## src/rtl/fetchflare_fifo_reader_if.sv

```systemverilog
// Handshake bundle for the FIFO read adapter: FIFO read port on one side,
// valid/ready output stream with occupancy on the other.
interface fetchflare_fifo_reader_if #(
    parameter int Dw = 160
);
    logic          fifo_empty;
    logic [Dw-1:0] fifo_dout;
    logic          fifo_rd_en;
    logic [Dw-1:0] out_data;
    logic          out_valid;
    logic          out_ready;
    logic [1:0]    level;

    modport slave (
        input  fifo_empty, fifo_dout, out_ready,
        output fifo_rd_en, out_data, out_valid, level
    );

    modport master (
        output fifo_empty, fifo_dout, out_ready,
        input  fifo_rd_en, out_data, out_valid, level
    );
endinterface

```

## src/rtl/fetchflare_fifo_reader.sv

```systemverilog
// Drains a registered-output (non-FWFT) FIFO into an in-order valid/ready stream
// through a 3-entry buffer; out_ready never reaches fifo_rd_en combinationally.
module fetchflare_fifo_reader #(
    parameter int Dw = 160
) (
    input  logic                      clk,
    input  logic                      reset,
    fetchflare_fifo_reader_if.slave   bus
);

    logic [Dw-1:0] entry_q [3];
    logic [Dw-1:0] entry_d [3];
    logic [1:0]    wptr_q, wptr_d;
    logic [1:0]    rptr_q, rptr_d;
    logic [1:0]    cnt_q, cnt_d;
    logic          inflight_q;

    logic [2:0]    commit_s;
    logic          rd_en_s;
    logic          valid_s;
    logic          pop_s;
    logic [Dw-1:0] head_s;

    function automatic logic [1:0] ptr_inc(input logic [1:0] ptr);
        case (ptr)
            2'd0:    ptr_inc = 2'd1;
            2'd1:    ptr_inc = 2'd2;
            default: ptr_inc = 2'd0;
        endcase
    endfunction

    // Read issue, pop qualification and head-word selection
    always_comb begin
        // buffered words plus the word still in flight must leave room for one more
        commit_s = {1'b0, cnt_q} + {2'b00, inflight_q};
        rd_en_s  = ~reset & ~bus.fifo_empty & (commit_s < 3'd3);
        valid_s  = (cnt_q != 2'd0);
        pop_s    = valid_s & bus.out_ready;
        case (rptr_q)
            2'd0:    head_s = entry_q[0];
            2'd1:    head_s = entry_q[1];
            2'd2:    head_s = entry_q[2];
            default: head_s = '0;
        endcase
    end

    // Next-state for storage, pointers and occupancy
    always_comb begin
        entry_d = entry_q;
        wptr_d  = wptr_q;
        rptr_d  = rptr_q;
        cnt_d   = cnt_q;
        if (inflight_q) begin
            for (int i = 0; i < 3; i++) begin
                if (wptr_q == 2'(i)) begin
                    entry_d[i] = bus.fifo_dout;
                end else begin
                    entry_d[i] = entry_q[i];
                end
            end
            wptr_d = ptr_inc(wptr_q);
        end else begin
            wptr_d = wptr_q;
        end
        if (pop_s) begin
            rptr_d = ptr_inc(rptr_q);
        end else begin
            rptr_d = rptr_q;
        end
        case ({inflight_q, pop_s})
            2'b10:   cnt_d = cnt_q + 2'd1;
            2'b01:   cnt_d = cnt_q - 2'd1;
            default: cnt_d = cnt_q;
        endcase
    end

    // State registers with synchronous reset
    always_ff @(posedge clk) begin
        if (reset) begin
            for (int i = 0; i < 3; i++) begin
                entry_q[i] <= '0;
            end
            wptr_q     <= 2'd0;
            rptr_q     <= 2'd0;
            cnt_q      <= 2'd0;
            inflight_q <= 1'b0;
        end else begin
            entry_q    <= entry_d;
            wptr_q     <= wptr_d;
            rptr_q     <= rptr_d;
            cnt_q      <= cnt_d;
            inflight_q <= rd_en_s;
        end
    end

    assign bus.fifo_rd_en = rd_en_s;
    assign bus.out_valid  = valid_s;
    assign bus.out_data   = head_s;
    assign bus.level      = cnt_q;

endmodule

```

## src/flat_wrapper.sv

```systemverilog
// flat-port wrapper written by rule: the top's interface ports become plain ports
module fetchflare_fifo_reader_flat 
#(
    parameter int Dw = 160
)
  (clk, reset, bus_fifo_empty, bus_fifo_dout, bus_out_ready, bus_fifo_rd_en, bus_out_data, bus_out_valid, bus_level);
  fetchflare_fifo_reader_if #(.Dw(Dw)) bus_i ();
  input  logic clk;
  input  logic reset;
  input wire logic [$bits(bus_i.fifo_empty)-1:0] bus_fifo_empty;
  input wire logic [$bits(bus_i.fifo_dout)-1:0] bus_fifo_dout;
  input wire logic [$bits(bus_i.out_ready)-1:0] bus_out_ready;
  output wire logic [$bits(bus_i.fifo_rd_en)-1:0] bus_fifo_rd_en;
  output wire logic [$bits(bus_i.out_data)-1:0] bus_out_data;
  output wire logic [$bits(bus_i.out_valid)-1:0] bus_out_valid;
  output wire logic [$bits(bus_i.level)-1:0] bus_level;
  assign bus_i.fifo_empty = bus_fifo_empty;
  assign bus_i.fifo_dout = bus_fifo_dout;
  assign bus_i.out_ready = bus_out_ready;
  assign bus_fifo_rd_en = bus_i.fifo_rd_en;
  assign bus_out_data = bus_i.out_data;
  assign bus_out_valid = bus_i.out_valid;
  assign bus_level = bus_i.level;
  fetchflare_fifo_reader #(.Dw(Dw)) u_core (.clk(clk), .reset(reset), .bus(bus_i));
endmodule
```

## config.mk

```make
export PLATFORM = sky130hd
export DESIGN_NAME = fetchflare_fifo_reader_flat
export DESIGN_NICKNAME = d
export VERILOG_FILES = /design/src/rtl/fetchflare_fifo_reader_if.sv /design/src/rtl/fetchflare_fifo_reader.sv /design/src/flat_wrapper.sv
export SDC_FILE = /design/constraint.sdc
export NUM_CORES = 1
export LEC_CHECK = 0
export CAP_MARGIN = 15
export CORE_ASPECT_RATIO = 0.6
export CORE_MARGIN = 2
export CORE_UTILIZATION = 30
export CTS_CLUSTER_DIAMETER = 100
export CTS_CLUSTER_SIZE = 10
export DETAILED_ROUTE_END_ITERATION = 16
export SLEW_MARGIN = 40
export SYNTH_ARGS = -nofsm -noshare
export SYNTH_HDL_FRONTEND = slang
export SYNTH_SLANG_ARGS = --single-unit
```

## constraint.sdc

```tcl
create_clock -name clk -period 3.2 [get_ports clk]
set_input_delay 0.64 -clock clk [delete_from_list [all_inputs] [get_ports clk]]
set_output_delay 0.64 -clock clk [all_outputs]
set_load 0.005 [all_outputs]
```

Word level (Yosys, flattened, before mapping)
Cells that the tools add are included. Widths: inputs -> output; s select.

Register bits after elaboration: 487. Bits of input ports: 164. Output and inout bits: 164. Logic and storage cells: 33.

$add $sub $neg: 3. Order comparisons: 1. Equal/unequal tests: 6. Muxes and demuxes: 4. Bitwise gates (word level): 5. Reduce and logical (&&, ||, !) cells: 7.

Operators with widths (number): $pmux 160 s3 (1); $pmux 2 s2 (3); $eq 2x1->1 const B (3); $eq 2x2->1 const B (3); $reduce_and 2->1 (3); $logic_not 2->1 (2); $reduce_bool 2->1 (2); $add 2x1->3 (1); $and 1x1->1 (3); $lt 3x2->1 const B (1); $add 2x1->2 const B (1); $not 1->1 (2); $sub 2x1->2 const B (1).

Logic depth before layout (Yosys ltp)
Gate-level depths: netlist of run 1.

Word-level depth: 4. Depth in mapped cells: 6. Depth with buffers taken out: 6.

Worst setup path before layout of run 1
No wires, ideal clock.

Kind: flip-flop to output port. Start point: register u_core.cnt_q[0] (netlist: u_core.bus.level[0]). End point: output port bus_fifo_rd_en. Data arrival time: 1307 ps. Data required time: 2560 ps. Slack: 1253 ps. Cell stages (with the launch flop): 4. Path buffers: 0. Path through: dfxtp_1 > ha_1 > ha_1 > a2111oi_0.

Longest elaborated chain between the ends: 3.

RTL lines: from (decl) (RTL line fetchflare_fifo_reader.sv:15) `logic [1:0] cnt_q, cnt_d;`; from (signal assigned) (RTL line fetchflare_fifo_reader.sv:91) `cnt_q <= cnt_d;`; $add 2x1->3 (RTL line fetchflare_fifo_reader.sv:35) `commit_s = {1'b0, cnt_q} + {2'b00, inflight_q};`; $lt 3x2->1 (RTL line fetchflare_fifo_reader.sv:36) `rd_en_s = ~reset & ~bus.fifo_empty & (commit_s < 3'd3);`; $and 1x1->1 (RTL line fetchflare_fifo_reader.sv:36); to (decl) (RTL line flat_wrapper.sv:13) `output wire logic [$bits(bus_i.fifo_rd_en)-1:0] bus_fifo_rd_en;`.

Every way passes these cells.

Worst setup path in the final report of run 1
Start point: register u_core.rptr_q[0]. End point: output port bus_out_data[105].

Longest elaborated chain between the ends: 2. Elaborated cells between the ends (all ways): 4. Those cells by class: 2 x eq/ne; 1 x mux; 1 x reduce/logical.

RTL lines: from (decl) (RTL line fetchflare_fifo_reader.sv:14) `logic [1:0] rptr_q, rptr_d;`; from (signal assigned) (RTL line fetchflare_fifo_reader.sv:90) `rptr_q <= rptr_d;`; $eq 2x2->1, or another cell as far along (RTL line fetchflare_fifo_reader.sv:39) `case (rptr_q)`; $pmux 160 s3 * (RTL line fetchflare_fifo_reader.sv:39); to (decl) (RTL line flat_wrapper.sv:14) `output wire logic [$bits(bus_i.out_data)-1:0] bus_out_data;`.

Mark *: on every way between the ends. The rest lies on a longest branch, timed or not.

==> PnR_summary.wiki, run 1 <==
{| class="wikitable"
! Metric !! Value
|-
| Proportion of register bits with asynchronous set or reset after synthesis || 0%
|-
| Area added between synthesis and finish || 27.08%
|-
| Portion of netlist area occupied by mux cells || 8.032%
|-
| Post-detail-place hpwl || ~36 mm
|-
| Detailed-routing iteration count for the pre-antenna-repair pass || 5
|-
| Instance count of the mapped netlist || 2655
|-
| Via count of the first global-routing pass || 17000
|-
| Number of buffers inserted by post-CTS setup repair || 0
|-
| Max-cap violation count || 0
|-
| Pwr dens || 571.1 nW/um2
|-
| Top-level I/O count || 328
|-
| Synthesized-area fraction occupied by xor and xnor cells || 0.08785%
|-
| Critical path cell sequence || buf_12 -> mux2i_1 -> o21ai_0 -> clkdlybuf4s50_1
|-
| Top cells by area in the synthesized netlist || sky130_fd_sc_hd__dfxtp_1 49%, sky130_fd_sc_hd__nand2_1 21%, sky130_fd_sc_hd__a21oi_1 12%
|-
| Worst path buffer plus inverter count || 2
|-
| Placeable core region || 65950 um2
|-
| Number of nets in the finished design || just over 3000
|-
| Slowest stage delay, CP || 0.59 ns
|-
| Synth Area in Compound Gates || 16.45%
|-
| Final Hold Violating Endpoints || 0
|-
| Worst Setup End Kind || output port
|-
| Period utilization || 97.64%
|-
| Overall track demand over capacity in global routing || 17.89%
|-
| Seq/Total Area, Yosys || 48.89%
|-
| Number of buffers inserted during clock tree synthesis || 54
|-
| Residual DRC count || 0
|-
| Clk sink count || 487
|-
| Leading cell types by count after synthesis || 1122 x sky130_fd_sc_hd__nand2_1, 487 x sky130_fd_sc_hd__dfxtp_1, 485 x sky130_fd_sc_hd__a21oi_1
|-
| Inserted Diodes || 0
|-
| Worst IR drop on VDD || 402.0 uV
|-
| Global-route wire length before repair || 98.48 mm
|-
| H-tree depth || 2
|-
| Clock slew at reported path FFs || 0.06 ns
|-
| Via count normalized by instance count || 4.833
|-
| Min setup slack post-route || approximately 0.076 ns
|-
| Cell taking the most area after synthesis || sky130_fd_sc_hd__dfxtp_1
|-
| Area share of the largest cell type after synthesis || 48.89%
|-
| Maximum buffer depth of the clock tree || 3
|-
| Result of the run || completed
|-
| Critical path type || flip-flop to output port
|-
| Hold bufs inserted after CTS || 0
|-
| Setup slack after placement || 0.6202 ns
|-
| Die extent in y || 203.7 um
|-
| Synthesized-area fraction occupied by and/or/nand/nor cells || 21.59%
|-
| Initial cell density of the core || 30.24%
|-
| Class of the tightest hold or removal check || input port to flip-flop
|-
| Leakage power figure || 7.946 nW
|-
| Pin count of the biggest net entering global routing || 167
|-
| Maximum fanout along the worst path || 50
|-
| WP data arrival || 2.48 ns
|-
| Clk_skew || 0.01251 ns
|-
| Slowest stage cell, crit path || sky130_fd_sc_hd__clkdlybuf4s50_1
|-
| Family of cells with the greatest summed delay on the critical path || buffers and inverters
|-
| Final setup violating endpoints || 0
|-
| Post-synth net total || 2822
|-
| Vias after detailed routing || 18160
|-
| Required time of the critical path || 2.56 ns
|-
| Post-Syn Area || 19940 um2
|-
| Number of synthesized register bits || 487
|-
| Setup repair after global routing missed its margin || yes
|-
| Warnings from Yosys || 0
|-
| Clock root buffer master || sky130_fd_sc_hd__clkbuf_16
|-
| Setup TNS Final || 0 ns
|-
| Synthesized area per cell || 7.510 um2
|-
| Total wirelength of the detailed-routed design || 63.86 mm
|-
| Detail Route Antenna Nets || 0
|-
| Count of routing violations after the opening detailed-route iteration || 1358
|-
| Max-slew violation count || 0
|-
| Synth cell types || 24
|-
| Fraction of layout cells with a size suffix above 1 || 3.604%
|-
| Average detailed-routed wire length per instance || 16.99 um
|-
| Share of synthesized cell area in full adder, half adder and majority cells || less than 1%
|-
| Startpoint Class || flip-flop
|-
| Dominant combinational cell family by area after synthesis || simple AND/OR/NAND/NOR gates
|-
| Global route total overflow || 0
|-
| Insertion delay to the later sink of the worst-skew pair || 0.59 ns
|-
| Count of input and output buffers || about 330
|-
| Transition time of the tightest slew-check pin || 0.9361 ns
|-
| Core Rows || 73
|-
| Minimum clock period after layout || 3.124 ns
|-
| Horiz. Die Dim || around 340 um
|-
| CTS tree || built
|-
| Die ar. || 68610 um2
|-
| Cell with the most instances after synthesis || sky130_fd_sc_hd__nand2_1
|-
| Placer's final routability congestion estimate || around 0.74
|-
| Peak Freq || 320.1 MHz
|-
| Number of flops mapped to enable cells by yosys || 0
|-
| Max-slew headroom at the worst pin || 37.59%
|-
| Synth Flop Type || sky130_fd_sc_hd__dfxtp_1
|-
| Initial antenna violation count || 1
|}
state kept, by name, summed over array words and instances, names as in the netlist:
| name | count |
|---|---|
| u_core.entry_q | 480 |
| u_core.bus.level | 2 |
| u_core.rptr_q | 2 |
| u_core.wptr_q | 2 |
| u_core.inflight_q | 1 |
report_power, final:
group | leakage, nW | internal (mW) | switching, mW | total [mW]
Combinational | 3.31 | 1.22 | 1.44 | 2.66
Clock | 0.686 | 2.97 | 2.40 | 5.36
Sequential | 3.95 | 6.31 | 0.144 | 6.45
routing by layer:
metal / track usage [%] / part of all wire (%) / vias up
li1: - / - / 9071
met2: 27.14 / 44 / 455
met5: 0 / 0.011 / -
met1: 26.24 / 49 / 8559
met3: 3.138 / 5.7 / 74
met4: 4.114 / 1.7 / 2
metrics by stage:
stage	utilization, %	std cells	area (um2)	hold WS, ns	power, mW
after CTS	38.34	3756	25290	0.3858	14.62
after global routing	38.42	3758	25340	0.4165	15.13
after floorplan	-	2655	19940	0.4357	7.941
final	38.42	3758	25340	0.4291	14.47
after global placement	36.23	3697	23890	0.4415	9.191
after detailed placement	36.23	3697	23890	0.4456	9.198
placed cells by master (no fill, tap or decap):
master                            instances
sky130_fd_sc_hd__inv_1                    2
sky130_fd_sc_hd__o22ai_1                 19
sky130_fd_sc_hd__nand2_1               1122
sky130_fd_sc_hd__or3b_2                   1
sky130_fd_sc_hd__dfxtp_2                  2
sky130_fd_sc_hd__xor2_1                   1
sky130_fd_sc_hd__nor2_1                   3
sky130_fd_sc_hd__and3b_4                  2
sky130_fd_sc_hd__a2111oi_0                2
sky130_fd_sc_hd__nor2b_4                  1
sky130_fd_sc_hd__inv_6                    2
sky130_fd_sc_hd__clkbuf_1                 1
sky130_fd_sc_hd__o21ai_1                  3
sky130_fd_sc_hd__ha_1                     3
sky130_fd_sc_hd__buf_4                   12
sky130_fd_sc_hd__buf_12                  16
sky130_fd_sc_hd__clkinv_2                 1
sky130_fd_sc_hd__or3_1                    2
sky130_fd_sc_hd__clkdlybuf4s50_1        326
sky130_fd_sc_hd__or2_2                    1
sky130_fd_sc_hd__buf_6                    2
sky130_fd_sc_hd__xnor2_1                  1
sky130_fd_sc_hd__a21oi_1                485
sky130_fd_sc_hd__nor3b_2                  1
sky130_fd_sc_hd__nand3b_1                 2
sky130_fd_sc_hd__mux2i_1                160
sky130_fd_sc_hd__dfxtp_4                  2
sky130_fd_sc_hd__buf_16                   1
sky130_fd_sc_hd__buf_8                    1
sky130_fd_sc_hd__or3b_4                   1
sky130_fd_sc_hd__o21ai_0                140
sky130_fd_sc_hd__clkinv_8                 1
sky130_fd_sc_hd__clkbuf_16               56
sky130_fd_sc_hd__dfxtp_1                483
path summary, 6_finish.rpt:
kind | start | to | slack (ns) | depth (start not counted)
worst max-delay path | u_core.rptr_q[0]$_SDFFE_PP0P_ | bus_out_data[105] | 0.08 | 4
worst min-delay path | reset | u_core.entry_q[119]$_SDFFE_PP0P_ | 0.43 | 2
worst max register to register | u_core.bus.level[1]$_SDFFE_PP0P_ | u_core.bus.level[1]$_SDFFE_PP0P_ | 1.26 | 5
worst min register to register | u_core.entry_q[437]$_SDFFE_PP0P_ | u_core.entry_q[437]$_SDFFE_PP0P_ | 0.45 | 2
area by class of cell:
| class | instances | area (um2) |
|---|---|---|
| flip-flops and latches | 487 | 9759 |
| inverters | 2 | 7.507 |
| fillers | 6831 | 40610 |
| multi-input cells | 1950 | 9264 |
| clock buffers | 55 | 1355 |
| repair buffers | 360 | 3789 |
| well taps | 900 | 1126 |
| clock inverters | 4 | 38.79 |
kinds of logic after synthesis:
family,after synthesis
AOI/OAI and AO/OA,649
xor gates and xnor gates,2
buffers and inverters,218
muxes,160
and+or+nand+nor,1136
adders and majority gates,3
DFF,487
what timing repair did:
item / in CTS / in global routing
pin swaps: 0 / 0
gates resized for setup: 1 / 8
gates cloned: 0 / 2
setup endpoints to repair: 1 / 9
worst reg2reg max path, cell delays in order, from the launching register on:
cell and delay [ns]:
sky130_fd_sc_hd__dfxtp_1 0.36, sky130_fd_sc_hd__o21ai_0 0.56, sky130_fd_sc_hd__inv_1 0.10, sky130_fd_sc_hd__ha_1 0.35
sky130_fd_sc_hd__or3_1 0.35, sky130_fd_sc_hd__a21oi_1 0.14
Note: power is estimated with default switching activity, not from simulation.
==> run 2, diff against run 1 <==
Settings changed: SLEW_MARGIN 40 to unset.
==> results of run 2 <==
The final DEF is identical to that of run 1; final timing and power are the same.
==> run 3, diff against run 2 <==
Settings changed: SLEW_MARGIN set to 20.
==> results of run 3 <==
The final DEF is identical to that of run 1; final timing and power are the same.
